## config.mk

```make
export PLATFORM = sky130hd
export DESIGN_NAME = pipeline_control_unit
export DESIGN_NICKNAME = d
export VERILOG_FILES = /design/src/rtl/pipeline_control_unit.sv
export SDC_FILE = /design/constraint.sdc
export NUM_CORES = 1
export LEC_CHECK = 0
export CELL_PAD_IN_SITES_DETAIL_PLACEMENT = 0
export CELL_PAD_IN_SITES_GLOBAL_PLACEMENT = 1
export CORE_AREA = 5 5 93 117
export DETAILED_ROUTE_END_ITERATION = 12
export DIE_AREA = 0 0 98 122
export HOLD_SLACK_MARGIN = 0.03
export PLACE_DENSITY = 0.88
export SYNTH_ARGS = -nofsm -noshare
export SYNTH_HDL_FRONTEND = slang
export SYNTH_SLANG_ARGS = --single-unit
```

## constraint.sdc

```tcl
create_clock -name CLK -period 5.4 [get_ports CLK]
set_input_delay 0.54 -clock CLK [delete_from_list [all_inputs] [get_ports CLK]]
set_output_delay 0.54 -clock CLK [all_outputs]
set_load 0.05 [all_outputs]
```

## src/rtl/pipeline_control_unit.sv

```systemverilog
// ---------------------------------------------------------------------------
// pipeline_control_unit
//
// Central sequencer for a 5-stage pipeline. Owns the PC enable/source and
// the enable/flush of the IF/ID, ID/EX, EX/MEM and MEM/WB latches. Merges
// d-memory waits, EX redirects, load-use hazards, i-fetch misses and halt
// into one prioritized decision per cycle. Also tracks halt drain, keeps
// saturating stall/flush counters and runs a d-memory watchdog.
//
// Ports
//   CLK, RST                      clock (rising edge), async active-high reset
//   ihit, dhit                    i-fetch / d-access complete this cycle
//   mem_dREN, mem_dWEN            MEM-stage load / store request
//   hu_dx_flush                   load-use hazard from hazard_unit
//   ex_redirect                   taken branch/jump resolved in EX
//   id_halt, wb_halt              HALT decoded in ID / reached WB
//   pc_en, pc_redirect            PC update enable / PC source = EX target
//   {fd,dx,xm,mw}_{en,flush}      latch enable / bubble insert
//   halt, mem_timeout             sticky halted / sticky watchdog fire
//   stall_cnt, flush_cnt          saturating performance counters
// ---------------------------------------------------------------------------
module pipeline_control_unit #(
    parameter int CNT_W    = 32,
    parameter int WD_LIMIT = 1024
) (
    input  logic             CLK,
    input  logic             RST,
    input  logic             ihit,
    input  logic             dhit,
    input  logic             mem_dREN,
    input  logic             mem_dWEN,
    input  logic             hu_dx_flush,
    input  logic             ex_redirect,
    input  logic             id_halt,
    input  logic             wb_halt,
    output logic             pc_en,
    output logic             pc_redirect,
    output logic             fd_en,
    output logic             fd_flush,
    output logic             dx_en,
    output logic             dx_flush,
    output logic             xm_en,
    output logic             xm_flush,
    output logic             mw_en,
    output logic             mw_flush,
    output logic             halt,
    output logic             mem_timeout,
    output logic [CNT_W-1:0] stall_cnt,
    output logic [CNT_W-1:0] flush_cnt
);

    typedef enum logic [1:0] {RUN, DWAIT, HALTING, HALTED} state_t;

    state_t state_reg, state_next;
    logic   dwait;
    logic   dwait_active;
    logic   stall_inc;
    logic   flush_inc;

    assign dwait        = (mem_dREN | mem_dWEN) & ~dhit;
    assign dwait_active = dwait & (state_reg != HALTED);
    assign halt         = (state_reg == HALTED);

    always_comb begin
        pc_en       = 1'b0;
        pc_redirect = 1'b0;
        fd_en       = 1'b0;
        fd_flush    = 1'b0;
        dx_en       = 1'b0;
        dx_flush    = 1'b0;
        xm_en       = 1'b0;
        xm_flush    = 1'b0;
        mw_en       = 1'b0;
        mw_flush    = 1'b0;
        stall_inc   = 1'b0;
        flush_inc   = 1'b0;
        state_next  = state_reg;

        // Everything stays quiet while reset is held and once halted.
        if (!RST && state_reg != HALTED) begin
            if (dwait) begin
                // Freeze the front of the pipe, let WB drain a bubble.
                // Redirect/hazard/halt inputs are held by EX/ID and retried.
                mw_en    = 1'b1;
                mw_flush = 1'b1;
                if (state_reg != HALTING)
                    state_next = DWAIT;
            end else if (ex_redirect) begin
                // A redirect also cancels a pending halt: it was wrong-path.
                pc_en       = 1'b1;
                pc_redirect = 1'b1;
                fd_en       = 1'b1;
                fd_flush    = 1'b1;
                dx_en       = 1'b1;
                dx_flush    = 1'b1;
                xm_en       = 1'b1;
                mw_en       = 1'b1;
                flush_inc   = 1'b1;
                state_next  = RUN;
            end else if (hu_dx_flush) begin
                dx_en    = 1'b1;
                dx_flush = 1'b1;
                xm_en    = 1'b1;
                mw_en    = 1'b1;
                if (state_reg != HALTING)
                    state_next = RUN;
            end else begin
                if (!ihit || state_reg == HALTING) begin
                    // No new fetch: feed a bubble into ID, back end keeps moving.
                    fd_en    = 1'b1;
                    fd_flush = 1'b1;
                    dx_en    = 1'b1;
                    xm_en    = 1'b1;
                    mw_en    = 1'b1;
                end else begin
                    pc_en = 1'b1;
                    fd_en = 1'b1;
                    dx_en = 1'b1;
                    xm_en = 1'b1;
                    mw_en = 1'b1;
                end
                // The HALT in ID advances this cycle, so stop fetching after it.
                if (state_reg != HALTING)
                    state_next = id_halt ? HALTING : RUN;
            end

            if (state_reg == HALTING && wb_halt)
                state_next = HALTED;

            stall_inc = !pc_en && (state_reg != HALTING);
        end
    end

    always_ff @(posedge CLK or posedge RST) begin
        if (RST) begin
            state_reg <= RUN;
            stall_cnt <= '0;
            flush_cnt <= '0;
        end else begin
            state_reg <= state_next;
            if (stall_inc && stall_cnt != '1)
                stall_cnt <= stall_cnt + CNT_W'(1);
            if (flush_inc && flush_cnt != '1)
                flush_cnt <= flush_cnt + CNT_W'(1);
        end
    end

    generate
        if (WD_LIMIT > 0) begin : g_wd
            localparam int WD_W = (WD_LIMIT > 1) ? $clog2(WD_LIMIT) : 1;
            localparam logic [WD_W-1:0] WD_LAST = WD_W'(WD_LIMIT - 1);

            logic [WD_W-1:0] wd_cnt_reg;

            // wd_cnt_reg counts prior consecutive dwait cycles; it parks at
            // WD_LAST once reached so it cannot wrap during a long wait.
            always_ff @(posedge CLK or posedge RST) begin
                if (RST) begin
                    wd_cnt_reg  <= '0;
                    mem_timeout <= 1'b0;
                end else if (dwait_active) begin
                    if (wd_cnt_reg == WD_LAST)
                        mem_timeout <= 1'b1;
                    else
                        wd_cnt_reg <= wd_cnt_reg + WD_W'(1);
                end else begin
                    wd_cnt_reg <= '0;
                end
            end
        end else begin : g_no_wd
            assign mem_timeout = 1'b0;
        end
    endgenerate

endmodule

```

==> metrics.md <==
| Metric | Value |
|---|---|
| Status | completed |
| Sink Count | 77 |
| Share of layout cells above drive strength 1 | 0.0669 |
| CP Class | primary input to primary output |
| Routed vias | 3198 |
| Worst-margin pin slew | 921 ps |
| Critical Path Fanout Max | 16 |
| Clock latency at the later pin of the worst-skew pair | 330 ps |
| Flop2flop setup slack | 2610 ps |
| H-tree depth | 3 |
| Slew margin rel. | 0.384 |
| Area of the multi-input gates | 1870 um^2 |
| Seq. cell area | 1930 um^2 |
| CP endpoint kind | primary output |
| Gpl congestion | 0.873 |
| Area Overhead vs Synth | 31.1% |
| Die Y | 122 um |
| Routed wire length | 9.65 mm |
| Post-synthesis cell area | 3930 um^2 |
| DP Wirelength | 7.22 mm |
| Initial antenna violation count | 0 |
| Leakage Power | 2.25 nW |
| DIE AREA | 12000 um^2 |
| Clock tree from TritonCTS | yes |
| Total Nets Final | 488 |
| Yosys top cell by area | dfrtp_1 |
| Crit path DAT | 2750 ps |
| Reg clk slew, reported paths | 50 ps |
| Hold Path Origin | mem_timeout |
| Post-CTS resize count | 0 |
| Initial DRT Pass Iterations | 4 |
| N_diodes | 0 |
| DR WL/cell | 15.9 um |
| Max cap viols | 0 |
| Gr ovfl total | 0 |
| Num CTS Buffers | 9 |
| Seq cells post-synth | 77 |
| Hold Vio Cnt, Final | 0 |
| Avg Inst Size Synth | 10.1 um^2 |
| Mapped Cells | 390 |
| Initial DRC Count | 169 |
| Worst vdd ir | 0.000200 V |
| IO Port Bufs | 84 |
| Clk buf depth | 2 |
| Min Hold Slack | 469 ps |
| Total nets after synthesis | 403 |
| Peak Freq | 304 MHz |
| Most frequent cell after synthesis | dfrtp_1 |
| Routed Antenna Nets | 0 |
| Area of the core | 9800 um^2 |
| Largest net degree at the start of global routing | 57 |
| EDFF count, synth | 0 |
| Post-CTS Setup Repair Bufs | 0 |
| First-pass GRT wire length | 15.8 mm |
| Hold depth | 2 |
| Vias in the first global route | 3226 |
| Reg2Reg Launch Point | flush_cnt[0] |
| Clock Root Buffer | clkbuf_16 |
| FF-to-FF path depth | 6 |
| Main flop type after synthesis | dfrtp_1 |
| RSZ-0062 raised after global routing | no |
| Vias per inst | 5.27 |
| Synth async-reset ratio | 1.00 |
| Die X | 98 um |
| Req. time, crit path | 4860 ps |
| GRT Resource Usage Total | 0.165 |
| FILL cells | 877 |
| Cts hold-fix bufs | 0 |
| Tmin final | 3290 ps |
| Top post-synthesis cells by area | dfrtp_1 (49%), xor2_1 (8.0%), xnor2_1 (6.5%), nand4_1 (3.7%), nand3_1 (3.4%) |
| Share of the synthesized area in the top cell type | 0.491 |
| Hold Path Sink | mem_timeout |
| R2R Path End | flush_cnt[1] |
| Pwr/cell area | 298 nW/um^2 |
| CP startpoint kind | primary input |
| Fin. max-slew vios | 0 |
| Worst hold path type | register to register |
| FP Rows | 41 |
| Period utilisation layout | 0.610 |
| Seq/Total Area, Yosys | 0.491 |
| Drt drc | 0 |
| Fin Clk Skew | 2.91 ps |
| Starting Density | 0.401 |
| Cell variety after synth | 48 |
| YS warnings | 0 |
| I/O pins | 86 |
| Most frequent cells after synthesis | dfrtp_1 (77), xor2_1 (36), nor2_1 (35), nand2_1 (32), xnor2_1 (29) |
| Final setup TNS | 0 ps |
| # setup viols final | 0 |
==> where the power goes <==
| group | internal [mW] | leakage [nW] | total [mW] | switching, mW |
|---|---|---|---|---|
| Sequential | 0.615 | 1.01 | 0.663 | 0.0485 |
| Combinational | 0.109 | 1.11 | 0.323 | 0.214 |
| Clock | 0.329 | 0.134 | 0.547 | 0.218 |
| Total | 1.05 | 2.25 | 1.53 | 0.480 |
==> through the flow <==
step | power (mW) | setup WS [ps] | std cells | utilization | area (um^2)
after CTS | 1.55 | 2140 | 607 | 0.525 | 5150
after floorplan | 0.876 | 2690 | 390 | - | 3930
after global placement | 0.990 | 2160 | 593 | 0.498 | 4880
after global routing | 1.59 | 2040 | 607 | 0.525 | 5150
after detailed placement | 0.999 | 2150 | 593 | 0.498 | 4880
final | 1.53 | 2110 | 607 | 0.525 | 5150
==> how the worst max path moves through the flow <==
stage / cells past startpoint / endpoint / from
floorplan: 3 / state_reg[0] / RST
global placement: 6 / pc_redirect / RST
detailed placement: 5 / pc_redirect / mem_dWEN
CTS: 5 / pc_redirect / mem_dWEN
global route: 6 / pc_redirect / RST
finish: 5 / pc_redirect / mem_dWEN
==> per-layer routing <==
metal | track usage | up-vias | part of all wire
met5 | 0 | - | 0
met4 | 0.0736 | 0 | 0.020
met3 | 0.0372 | 15 | 0.061
met2 | 0.269 | 109 | 0.48
met1 | 0.210 | 1537 | 0.44
li1 | - | 1537 | -
==> cell type report <==
type,count,share of cell area
sequential,77,0.374
tap,129,0.0313
multi-input combinational,284,0.364
clock inverter,2,0.00194
clock buffer,12,0.0498
timing repair buffer,86,0.166
inverter,17,0.0124
==> placed cells by master, fill, tap and decap left out, types with 2 or more instances in the layout <==
cell type         n
clkinv_2          2
nand3b_1          2
nor3_1           25
nor4_4            2
clkdlybuf4s50_1  84
and3_1           11
nor4_1           10
xor2_1           36
buf_4             2
inv_2             3
inv_1            14
mux2_1            2
nand4_2           2
clkbuf_8          2
ha_1              3
mux2_4            2
nand4_1          23
o21ai_0           5
nand3_1          27
xnor2_1          29
dfrtp_1          77
a21oi_1           5
and4_1            5
nor2_1           35
nor4b_2           4
clkbuf_16         9
a31oi_1           2
nand2_1          32
==> cell families (layout without fill, tap and decap cells) <==
kind of cell,count (synthesis),after routing,share of synthesized area
AOI/OAI and AO/OA,21,21,0.0338
xor gates and xnor gates,65,65,0.145
adders and majority gates,3,3,0.00956
buffers and inverters,29,117,0.0322
DFF,77,77,0.491
muxes,5,5,0.0159
other,1,1,0.000955
and+or+nand+nor,189,189,0.272
==> worst max-delay path: stages <==
cell	delay, ps
clkdlybuf4s50_1	430
o21bai_1	320
nand3_2	290
inv_2	300
clkdlybuf4s50_1	870
Power figures use the tool's default switching activity.
